`src/rtl/alu_arbiter_if.sv`:
```
// Requester, shared-ALU and response signals of the two-port ALU arbiter.
// The slave modport is the arbiter's view of the bus; the master modport is the environment's view.
interface alu_arbiter_if;
    localparam int unsigned OP_W   = 4;
    localparam int unsigned DATA_W = 32;

    logic              req0_valid;
    logic              req0_ready;
    logic [OP_W-1:0]   req0_op;
    logic [DATA_W-1:0] req0_a;
    logic [DATA_W-1:0] req0_b;

    logic              req1_valid;
    logic              req1_ready;
    logic [OP_W-1:0]   req1_op;
    logic [DATA_W-1:0] req1_a;
    logic [DATA_W-1:0] req1_b;

    logic [OP_W-1:0]   alu_operation;
    logic [DATA_W-1:0] alu_operand_a;
    logic [DATA_W-1:0] alu_operand_b;
    logic [DATA_W-1:0] alu_result;

    logic              resp_valid;
    logic              resp_id;
    logic [DATA_W-1:0] resp_result;
    logic              resp_ready;

    modport slave (
        input  req0_valid, req0_op, req0_a, req0_b,
        input  req1_valid, req1_op, req1_a, req1_b,
        input  alu_result, resp_ready,
        output req0_ready, req1_ready,
        output alu_operation, alu_operand_a, alu_operand_b,
        output resp_valid, resp_id, resp_result
    );

    modport master (
        output req0_valid, req0_op, req0_a, req0_b,
        output req1_valid, req1_op, req1_a, req1_b,
        output alu_result, resp_ready,
        input  req0_ready, req1_ready,
        input  alu_operation, alu_operand_a, alu_operand_b,
        input  resp_valid, resp_id, resp_result
    );
endinterface

```
`src/rtl/alu_arbiter.sv`:
```
// Two-requester arbiter in front of one shared combinational ALU.
// One operation in flight at a time: IDLE (grant) -> EXEC (capture result) -> RESP (hold until taken).
module alu_arbiter #(
    parameter bit RR_EN = 1'b1
) (
    input  logic          clk,
    input  logic          rst,
    alu_arbiter_if.slave  bus
);
    localparam int unsigned OP_W   = 4;
    localparam int unsigned DATA_W = 32;

    typedef enum logic [1:0] {IDLE, EXEC, RESP} state_t;

    state_t            state_q;
    state_t            state_d;
    logic              last_grant_q;
    logic              id_q;
    logic [OP_W-1:0]   op_q;
    logic [DATA_W-1:0] a_q;
    logic [DATA_W-1:0] b_q;
    logic [DATA_W-1:0] result_q;
    logic              resp_valid_q;
    logic              grant_c;
    logic              grant_id_c;

    // Next state and grant decision; a grant can only happen in IDLE.
    always_comb begin
        state_d    = state_q;
        grant_c    = 1'b0;
        grant_id_c = 1'b0;
        case (state_q)
            IDLE: begin
                if (bus.req0_valid || bus.req1_valid) begin
                    grant_c = 1'b1;
                    if (bus.req0_valid && bus.req1_valid) begin
                        grant_id_c = RR_EN ? ~last_grant_q : 1'b0;
                    end else begin
                        grant_id_c = ~bus.req0_valid;
                    end
                    state_d = EXEC;
                end
            end
            EXEC: state_d = RESP;
            RESP: begin
                if (bus.resp_ready) begin
                    state_d = IDLE;
                end
            end
            default: state_d = IDLE;
        endcase
    end

    // Ready is the acceptance strobe itself, so it must follow valid in the same cycle.
    assign bus.req0_ready = grant_c && !grant_id_c && !rst;
    assign bus.req1_ready = grant_c &&  grant_id_c && !rst;

    always_ff @(posedge clk) begin
        if (rst) begin
            state_q      <= IDLE;
            last_grant_q <= 1'b1;
            id_q         <= 1'b0;
            op_q         <= '0;
            a_q          <= '0;
            b_q          <= '0;
            result_q     <= '0;
            resp_valid_q <= 1'b0;
        end else begin
            state_q <= state_d;
            if (grant_c) begin
                last_grant_q <= grant_id_c;
                id_q         <= grant_id_c;
                op_q         <= grant_id_c ? bus.req1_op : bus.req0_op;
                a_q          <= grant_id_c ? bus.req1_a  : bus.req0_a;
                b_q          <= grant_id_c ? bus.req1_b  : bus.req0_b;
            end
            if (state_q == EXEC) begin
                result_q     <= bus.alu_result;
                resp_valid_q <= 1'b1;
            end else if (state_q == RESP && bus.resp_ready) begin
                resp_valid_q <= 1'b0;
            end
        end
    end

    // The ALU only ever sees latched operands.
    assign bus.alu_operation = op_q;
    assign bus.alu_operand_a = a_q;
    assign bus.alu_operand_b = b_q;
    assign bus.resp_valid    = resp_valid_q;
    assign bus.resp_id       = id_q;
    assign bus.resp_result   = result_q;
endmodule

```
`src/flat_wrapper.sv`:
```
// flat-port wrapper written by rule: the top's interface ports become plain ports
module alu_arbiter_flat 
#(
    parameter bit RR_EN = 1'b1
)
  (clk, rst, bus_req0_valid, bus_req0_op, bus_req0_a, bus_req0_b, bus_req1_valid, bus_req1_op, bus_req1_a, bus_req1_b, bus_alu_result, bus_resp_ready, bus_req0_ready, bus_req1_ready, bus_alu_operation, bus_alu_operand_a, bus_alu_operand_b, bus_resp_valid, bus_resp_id, bus_resp_result);
  alu_arbiter_if bus_i ();
  input  logic clk;
  input  logic rst;
  input wire logic [$bits(bus_i.req0_valid)-1:0] bus_req0_valid;
  input wire logic [$bits(bus_i.req0_op)-1:0] bus_req0_op;
  input wire logic [$bits(bus_i.req0_a)-1:0] bus_req0_a;
  input wire logic [$bits(bus_i.req0_b)-1:0] bus_req0_b;
  input wire logic [$bits(bus_i.req1_valid)-1:0] bus_req1_valid;
  input wire logic [$bits(bus_i.req1_op)-1:0] bus_req1_op;
  input wire logic [$bits(bus_i.req1_a)-1:0] bus_req1_a;
  input wire logic [$bits(bus_i.req1_b)-1:0] bus_req1_b;
  input wire logic [$bits(bus_i.alu_result)-1:0] bus_alu_result;
  input wire logic [$bits(bus_i.resp_ready)-1:0] bus_resp_ready;
  output wire logic [$bits(bus_i.req0_ready)-1:0] bus_req0_ready;
  output wire logic [$bits(bus_i.req1_ready)-1:0] bus_req1_ready;
  output wire logic [$bits(bus_i.alu_operation)-1:0] bus_alu_operation;
  output wire logic [$bits(bus_i.alu_operand_a)-1:0] bus_alu_operand_a;
  output wire logic [$bits(bus_i.alu_operand_b)-1:0] bus_alu_operand_b;
  output wire logic [$bits(bus_i.resp_valid)-1:0] bus_resp_valid;
  output wire logic [$bits(bus_i.resp_id)-1:0] bus_resp_id;
  output wire logic [$bits(bus_i.resp_result)-1:0] bus_resp_result;
  assign bus_i.req0_valid = bus_req0_valid;
  assign bus_i.req0_op = bus_req0_op;
  assign bus_i.req0_a = bus_req0_a;
  assign bus_i.req0_b = bus_req0_b;
  assign bus_i.req1_valid = bus_req1_valid;
  assign bus_i.req1_op = bus_req1_op;
  assign bus_i.req1_a = bus_req1_a;
  assign bus_i.req1_b = bus_req1_b;
  assign bus_i.alu_result = bus_alu_result;
  assign bus_i.resp_ready = bus_resp_ready;
  assign bus_req0_ready = bus_i.req0_ready;
  assign bus_req1_ready = bus_i.req1_ready;
  assign bus_alu_operation = bus_i.alu_operation;
  assign bus_alu_operand_a = bus_i.alu_operand_a;
  assign bus_alu_operand_b = bus_i.alu_operand_b;
  assign bus_resp_valid = bus_i.resp_valid;
  assign bus_resp_id = bus_i.resp_id;
  assign bus_resp_result = bus_i.resp_result;
  alu_arbiter #(.RR_EN(RR_EN)) u_core (.clk(clk), .rst(rst), .bus(bus_i));
endmodule
```
`config.mk`:
```
export PLATFORM = sky130hd
export DESIGN_NAME = alu_arbiter_flat
export DESIGN_NICKNAME = d
export VERILOG_FILES = /design/src/rtl/alu_arbiter_if.sv /design/src/rtl/alu_arbiter.sv /design/src/flat_wrapper.sv
export SDC_FILE = /design/constraint.sdc
export NUM_CORES = 1
export LEC_CHECK = 0
export ABC_CLOCK_PERIOD_IN_PS = 3800
export CAP_MARGIN = 15
export CORE_MARGIN = 4
export CORE_UTILIZATION = 39
export CTS_CLUSTER_DIAMETER = 120
export DETAILED_ROUTE_END_ITERATION = 8
export PLACE_DENSITY_LB_ADDON = 0.25
export SETUP_SLACK_MARGIN = 0.15
export SLEW_MARGIN = 20
export SYNTH_ARGS = -nofsm -noshare
export SYNTH_HDL_FRONTEND = slang
export SYNTH_SLANG_ARGS = --single-unit
```
`constraint.sdc`:
```
create_clock -name clk -period 3.8 [get_ports clk]
set_input_delay 0.57 -clock clk [delete_from_list [all_inputs] [get_ports clk]]
set_output_delay 0.57 -clock clk [all_outputs]
set_load 0.02 [all_outputs]
```
==> flow_results.org, run 1 <==
** Logic synthesis
- The netlist uses 26 different library cells.
- In this run, synthesis produced a sequential element count of ~110.
- Yosys printed 0 warnings.
- After synthesis the cells add up to 4184 sq um.
- The share of synthesized area in the top cell type comes to between 50% and 60%.
- Most repeated cell in the gate-level netlist after synthesis :: sky130_fd_sc_hd__nand2_1
- The most used flip-flop cell after synthesis is sky130_fd_sc_hd__dfxtp_1.
- Gate Count Post-Synth :: approximately 480
- After synthesis, the cell types taking the most area are sky130_fd_sc_hd__dfxtp_1 (50%), sky130_fd_sc_hd__a221o_1 (16%), sky130_fd_sc_hd__nand2_1 (12%), sky130_fd_sc_hd__nor3_1 (7.3%), sky130_fd_sc_hd__a21oi_1 (4.1%).
- Each instance of the synthesized netlist takes up on average between 8 and 9 sq um.
- Total nets after synthesis :: 650
- In this run, synthesis inferred 0 flip-flops with an integrated enable.
- Synth area leader :: sky130_fd_sc_hd__dfxtp_1
- Async set-or-reset flop fraction in the synthesized netlist :: 0%
- Ranking of synthesized cells by instance count :: sky130_fd_sc_hd__nand2_1 (133), sky130_fd_sc_hd__dfxtp_1 (105), sky130_fd_sc_hd__a221o_1 (68)
- Fraction of the yosys area taken by sequential cells :: roughly half

** Floorplan
- After floorplanning, the core was divided into 37 placement rows.
- Total die area :: 12450 sq um
- In this run the horizontal extent of the chip is ~110 microns.
- Height of the chip :: roughly 110 microns
- Placeable core area :: a little over 10000 sq um
- During I/O placement, the number of pins put on the boundary was between 200 and 300.
- For this configuration, the core starts out at a cell density of 40.35%.

** Clocking
- Sinks on Clock Net :: roughly 110
- Gates resized during post-CTS repair numbered 0.
- The root buffer cell chosen for the clock tree is sky130_fd_sc_hd__clkbuf_8.
- Source-to-sink clock delay at the later pin of the worst-skew pair :: 0.36 ns
- Setup fix buffers added after clock tree synthesis :: 0
- Hold repair after CTS inserted 0 buffers.
- TritonCTS buffer count :: 9
- H-tree levels :: 3
- Clock transition at the registers of the reported paths :: around 0.090 ns
- CTS tree :: built
- The clock passes through at most 2 buffers.

** Worst setup path
- Among the stages of the critical path, the cell type that occurs most often is sky130_fd_sc_hd__clkdlybuf4s50_1.
- Data on the critical path is required at its endpoint by about 3.2 ns.
- The critical path in this run is classified as input port to primary output.
- Type of element launching the critical path :: input port
- For this design, the slowest cell found on the critical path is sky130_fd_sc_hd__clkdlybuf4s50_1.
- Longest individual stage delay on the worst path :: about 0.68 ns
- The critical path goes through clkdlybuf4s50_1, buf_4, or3_2, nor3b_1, clkdlybuf4s50_1.
- Critical Path Sink Type :: primary output
- Of all nets on the critical path, the largest fanout is 17.
- Data on the critical path arrives at its endpoint at between 2 and 2.5 ns.

** Layout
- Once layout is complete, the utilization of the core stands at 69.34%.
- Area overhead of the layout relative to synthesis :: 71.86%
- After filler insertion, the fill cell instance count of the layout stands at 819.
- Number of antenna repair diodes :: 0
- Layout net count :: a little under 900
- Share of cells above drive strength 1 :: 5.640%

** Global route
- The number of global-route vias before repair is ~4700.
- All-layer global routing usage :: a little under a quarter
- Total congestion overflow after global routing :: 0
- Entering global routing, the biggest net connects 70 pins.
- The first global-routing pass estimated 24400 microns of wire.
- Antenna violations before repair :: 0

** Drt
- Total wire length :: between 15000 and 20000 microns
- For this run, design rule violations remaining after detail routing come to 0.
- After detailed routing, the number of vias per cell comes to 5.407.
- The detail route stage leaves a number of antenna-violating nets equal to 0.
- Number of DRC violations after detailed-routing iteration 0 :: 327
- WL/cell :: 17.95 microns
- Across all layers, the routed design uses between 4000 and 5000 vias.
- The pre-antenna-repair detailed-routing pass consisted of 5 iterations.

** STA
- Setup violations remaining at the end of the flow were counted as 0.
- Across all setup checks in the final design, the least slack found is ~0.75 ns.
- At the pin with the least slew margin, the transition time is between 0.8 and 0.9 ns.
- The routed design could run at a clock period as short as 3.052 ns.
- The max-slew violation total from the final report is 0.
- Skew final :: roughly 0.014 ns
- Number of hold-slack violations in the final timing report :: 0
- Static timing analysis puts the maximum clock frequency at 327.6 MHz.
- Final worst-path cycle share :: around four fifths
- After routing, the total negative slack on setup checks comes to 0 ns.
- In this run the tightest slew margin relative to its limit is between 40% and 50%.
- RSZ-0062 raised after global routing :: false

** Pwr
- In this run the static leakage power is approximately 2.7 nW.
- IR Drop Worst-Case VDD :: about 0.00025 V
- Pwr per Cell Area :: a little under 400 nW/um^2

** Flow run
- Maxcap violations :: 0

** Place
- Weighted congestion at the end of routability-driven global placement :: 0.9097
- Port buffering added 276 buffers.
- Estimated wirelength of the detail-placed design :: between 10000 and 15000 microns
- Worst Setup Slack post-DPL :: about 0.74 ns

** Min path
- Worst hold path class :: flip-flop to flip-flop

** Status
- Outcome :: finished clean
-- critical path, delay by kind of cell --
family / cells / cell delay (ns)
buf+inv: 3 / 1.26
simple gates: 2 / 0.64
-- layer usage --
metal	global-route usage, %	wire (microns)	vias up
li1	-	-	2218
met1	28.31	6158	2175
met2	40.05	7446	230
met3	6.739	1284	43
met4	10.54	605	0
met5	0	0	-
-- placed cells by master (no fill, tap or decap), types with 2 or more instances in the layout --
cell type | Yosys | routed
sky130_fd_sc_hd__a21oi_1 | 34 | 34
sky130_fd_sc_hd__a221o_1 | 68 | 68
sky130_fd_sc_hd__buf_4 | 1 | 8
sky130_fd_sc_hd__clkbuf_8 | 0 | 10
sky130_fd_sc_hd__clkdlybuf4s50_1 | 0 | 275
sky130_fd_sc_hd__clkinvlp_4 | 0 | 2
sky130_fd_sc_hd__dfxtp_1 | 105 | 105
sky130_fd_sc_hd__nand2_1 | 133 | 133
sky130_fd_sc_hd__nor2_1 | 2 | 2
sky130_fd_sc_hd__nor2b_4 | 0 | 2
sky130_fd_sc_hd__nor3_1 | 61 | 61
sky130_fd_sc_hd__nor3_2 | 9 | 9
-- kinds of logic (layout without fill, tap and decap cells) --
logic type | after synthesis | after routing | synth area share, %
flops | 105 | 105 | 50.24
compound gates | 106 | 106 | 21.02
simple gates | 215 | 215 | 23.18
buf+inv | 51 | 301 | 5.562
-- state kept, by name, indices dropped and copies added (netlist names) --
register                  flops
u_core.bus.alu_operand_a     32
u_core.bus.alu_operand_b     32
u_core.bus.resp_result       32
u_core.bus.alu_operation      4
u_core.state_q                2
u_core.bus.resp_id            1
u_core.bus.resp_valid         1
u_core.last_grant_q           1
-- metrics by stage --
stage | cell area (sq um) | power [W] | hold slack [ns] | instances
3_5_place_dp | 6979 | 0.002099 | 0.4419 | 847
3_3_place_gp | 6959 | 0.002080 | 0.4362 | 846
2_1_floorplan | 4184 | 0.001649 | 0.5029 | 477
6_report | 7191 | 0.002806 | 0.4603 | 863
4_1_cts | 7191 | 0.002835 | 0.4631 | 863
5_1_grt | 7191 | 0.002923 | 0.4824 | 863
-- final cells by class --
| cell class | instances | area (sq um) | area share, % |
|---|---|---|---|
| flip-flops and latches | 105 | 2102 | 29.23 |
| well taps | 136 | 170.2 | 2.366 |
| repair buffers | 285 | 2833 | 39.39 |
| clock inverters | 6 | 73.82 | 1.027 |
| multi-input cells | 321 | 1874 | 26.07 |
| clock buffers | 10 | 137.6 | 1.914 |
-- path summary, 6_finish.rpt --
| path | startpoint | endpoint | slack (ns) | depth (start not counted) |
|---|---|---|---|---|
| min | u_core.bus.resp_result[2] | u_core.bus.resp_result[2] | 0.46 | 2 |
| max reg2reg | u_core.state_q[1] | u_core.bus.alu_operand_a[18] | 1.88 | 4 |
| min reg2reg | u_core.bus.resp_result[2] | u_core.bus.resp_result[2] | 0.46 | 2 |
| max | rst | bus_req0_ready | 0.75 | 5 |
-- power breakdown --
group | total (W) | leakage (nW) | switching [W] | internal [W]
sequential | 0.00127 | 0.863 | 0.0000612 | 0.00121
combinational | 0.000807 | 1.72 | 0.000379 | 0.000428
clock | 0.000731 | 0.101 | 0.000400 | 0.000331
total | 0.00281 | 2.68 | 0.000840 | 0.00197
No activity file was read; power rests on OpenSTA's default activity.
==> run 2: changes to the inputs <==
- ABC_CLOCK_PERIOD_IN_PS: 3800 -> 2700
- CORE_UTILIZATION: 39 -> 33
- clock period: 3.8 -> 2.7 ns (I/O delays scaled with it)
==> run 2 against run 1 <==
Net effect: register-to-register slack got worse by 1.1 ns; worst hold slack lost 0.021 ns; cell area rose by 1.6%; critical endpoint unchanged; critical path depth down 1; routed wire length is 4.6% higher.
==> flow_results.org, run 2 (same netlist as run 1, synthesis figures left out) <==
** Clocking
- Root cell of the clock tree :: sky130_fd_sc_hd__clkbuf_16
- The H-tree level count came to 3 (unchanged).
- Cts hold-fix bufs :: 0 (unchanged)
- Sinks on Clock Net :: 105 (unchanged)
- TritonCTS built the clock tree.
- The number of buffers on the longest clock path came to 2 (unchanged).
- Clock transition at the registers of the reported paths :: 0.07 ns (-0.02 ns)
- The number of buffers inserted during clock tree synthesis was 9 (unchanged).
- Source-to-sink clock delay at the later pin of the worst-skew pair :: 0.35 ns (about the same)

** Layout
- The total area of sequential cells is 2102 sq um (unchanged).
- Most frequent standard cell in the layout excluding fill and tap cells :: sky130_fd_sc_hd__clkdlybuf4s50_1
- The total inserted antenna cells was 0 (unchanged).
- In the layout the commonest cells are sky130_fd_sc_hd__clkdlybuf4s50_1 (274), sky130_fd_sc_hd__nand2_1 (133), sky130_fd_sc_hd__dfxtp_1 (105), sky130_fd_sc_hd__a221o_1 (68), sky130_fd_sc_hd__nor3_1 (61).
- Count of filler cells inserted in the layout :: 1109 (+35%)
- The area of combinational cells with multiple inputs is 1869 sq um (-0.27%).
- Area overhead of the layout relative to synthesis :: 74.67%
- Layout net count :: 895 (unchanged)
- Share of cells above drive strength 1 :: 5.640% (unchanged)

** STA
- The final clock skew is 0.009055 ns (-0.005194 ns).
- The worst setup slack after layout was 0.3642 ns (-0.3835 ns).
- RSZ-0062 raised after global routing :: false
- Slew Limit Headroom :: 46.03% (+1.0 points)
- Clock period minus worst slack :: 2.336 ns
- Number of hold-slack violations in the final timing report :: 0 (unchanged)
- Timing would allow up to about 430 MHz.
- Final worst-path cycle share :: between 80% and 90%
- The total of endpoints with negative setup slack in the final report was 0 (unchanged).
- The slew at the pin with the worst max-slew slack is 0.8095 ns (-0.01535 ns).
- The setup TNS after final layout is 0 ns (unchanged).
- The max-slew violation total from the final report was 0 (unchanged).

** Drt
- The final antenna-violating net count was 0 (unchanged).
- Avg Vias per Cell :: 5.180 (-4.2%)
- Remaining design rule violation count :: 0 (unchanged)
- Length of the first detailed-routing pass in iterations :: 4 (-1)
- Overall via count from detail_route :: 4636 (-0.64%)
- Number of DRC violations after detailed-routing iteration 0 :: 357 (+9.2%)
- Total wire length :: 16210 microns (+4.6%)
- WL/cell :: 18.11 microns (+0.89%)

** Place
- Worst Setup Slack post-DPL :: 0.04943 ns (-0.6878 ns)
- Weighted congestion at the end of routability-driven global placement :: 0.7791 (-14%)
- The number of I/O port buffers was 276 (unchanged).
- Estimated wirelength of the detail-placed design :: 11380 microns (+2.2%)

** Pwr
- IR Drop Worst-Case VDD :: 0.0004521 V (+84%)
- The switching power came to 0.001238 W (+47%).
- Int Power :: 0.002963 W (+51%)
- The part of the total power dissipated in sequential elements is 42.4% (-2.8 points).
- Lkg Pwr :: 2.725 nW (+1.5%)
- The power density over cell area came to 574.9 nW/um^2 (+47%).
- Fraction of power spent switching nets :: 29.47% (-0.47 points)
- The clock power share came to 30.5% (+4.4 points).
- The post-route total power is 0.004202 W (+50%).
- The relative contribution of combinational cells to total power came to 27.1% (-1.7 points).

** Global route
- All-layer global routing usage :: 21.75% (-2.0 points)
- Antenna violations before repair :: 0 (unchanged)
- Met1 usage in global routing :: 24.47% (-3.8 points)
- First-pass GRT wire length :: 25120 microns (+2.9%)
- The number of global-route vias before repair came to 4705 (+0.99%).
- The met2 usage in global routing was 37.34% (-2.7 points).
- Maximum number of pins on one net before global-route repair :: 70 (unchanged)
- Met3 track demand over resource in global routing :: 9.214% (+2.5 points)
- The global routing stage identified its most utilized layer as met2.
- The residual overflow from global routing was 0 (unchanged).

** Worst setup path
- The buffers plus inverters on the worst setup path is 2 (-1).
- Required time of the critical path :: 2.30 ns (-0.93 ns)
- Worst EP arrival :: 1.93 ns (-0.55 ns)
- On the critical path the largest part of the delay comes from buffers and inverters.
- Type of element launching the critical path :: input port
- The critical path is of the input port to primary output type.
- Critical Path Sink Type :: primary output
- Worst-path maximum fanout :: 3 (-14)
- Worst-path cell with the longest stage delay :: sky130_fd_sc_hd__or3_2
- Longest individual stage delay on the worst path :: 0.44 ns (-0.24 ns)
- Critical path, cell by cell :: clkdlybuf4s50_1, or3_2, nor3b_1, dlygate4sd2_1

** Floorplan
- Number of top-level pins :: 277 (unchanged)
- Effective utilization at floorplan :: 34.26% (-6.1 points)
- The number of placement rows is 40 (+8.1%).
- The y dimension of the die was 120.6 microns (+8.1%).
- The floorplan core area came to 12210 sq um (+18%).
- Total die area :: 14540 sq um (+17%)
- The die width is 120.6 microns (+8.1%).

** Status
- Outcome :: finished clean

** Min path
- The worst hold path belongs to the class input port to flip-flop.

** Flow run
- Maxcap violations :: 0 (unchanged)
-- run 2: path summary, 6_finish.rpt --
kind                                   start                          end  slack, ns  depth (start not counted)
hold reg to reg   u_core.bus.resp_result[24]   u_core.bus.resp_result[24]       0.46                          2
setup reg to reg           u_core.state_q[1]  u_core.bus.alu_operand_a[8]       0.81                          4
setup / recovery                         rst               bus_req0_ready       0.36                          4
hold / removal                bus_req0_valid          u_core.last_grant_q       0.44                          4
-- run 2: layer usage --
layer | part of all wire [%] | wire length [microns] | vias up
met3 | 11 | 1857 | 23
met2 | 49 | 7920 | 217
met4 | 1.7 | 272 | 0
li1 | - | - | 2207
met1 | 38 | 6161 | 2189
met5 | 0 | 0 | -
-- run 2: area by class of cell --
cell class,count,share of cell area [%]
multi-input combinational,321,25.58
clock inverter,6,0.7019
sequential,105,28.76
timing repair buffer,285,38.81
tap,168,2.876
clock buffer,10,3.270
-- run 2: what timing repair did --
action / in CTS / in global routing
resized for setup: 1 / 0
buffers inserted: 0 / 0
hold endpoints to repair: 0 / 0
setup endpoints to repair: 1 / 0
-- run 2: power groups by stage --
| stage | registers [W] | logic, W | clock network, W |
|---|---|---|---|
| after global routing | 0.00180 | 0.00121 | 0.00138 |
| after global placement | 0.00181 | 0.00113 | 0 |
| final | 0.00178 | 0.00114 | 0.00128 |
| after CTS | 0.00178 | 0.00115 | 0.00132 |
| after floorplan | 0.00198 | 0.000338 | 0 |
| after detailed placement | 0.00181 | 0.00114 | 0 |
-- run 2: per-stage QoR --
stage / instance area (sq um) / hold WS [ns] / util [%] / instances
global route: 7308 / 0.4732 / 59.85 / 895
finish: 7308 / 0.4396 / 59.85 / 895
floorplan: 4184 / 0.5029 / - / 477
global placement: 7019 / 0.4408 / 57.48 / 879
detailed placement: 7019 / 0.4488 / 57.48 / 879
CTS: 7308 / 0.4301 / 59.85 / 895
-- run 2: tightest hold or removal path, delay by kind of cell --
kind | cells | cell delay [ns]
AOI/OAI and AO/OA | 1 | 0.10
buffers and inverters | 1 | 0.13
and+or+nand+nor | 2 | 0.12
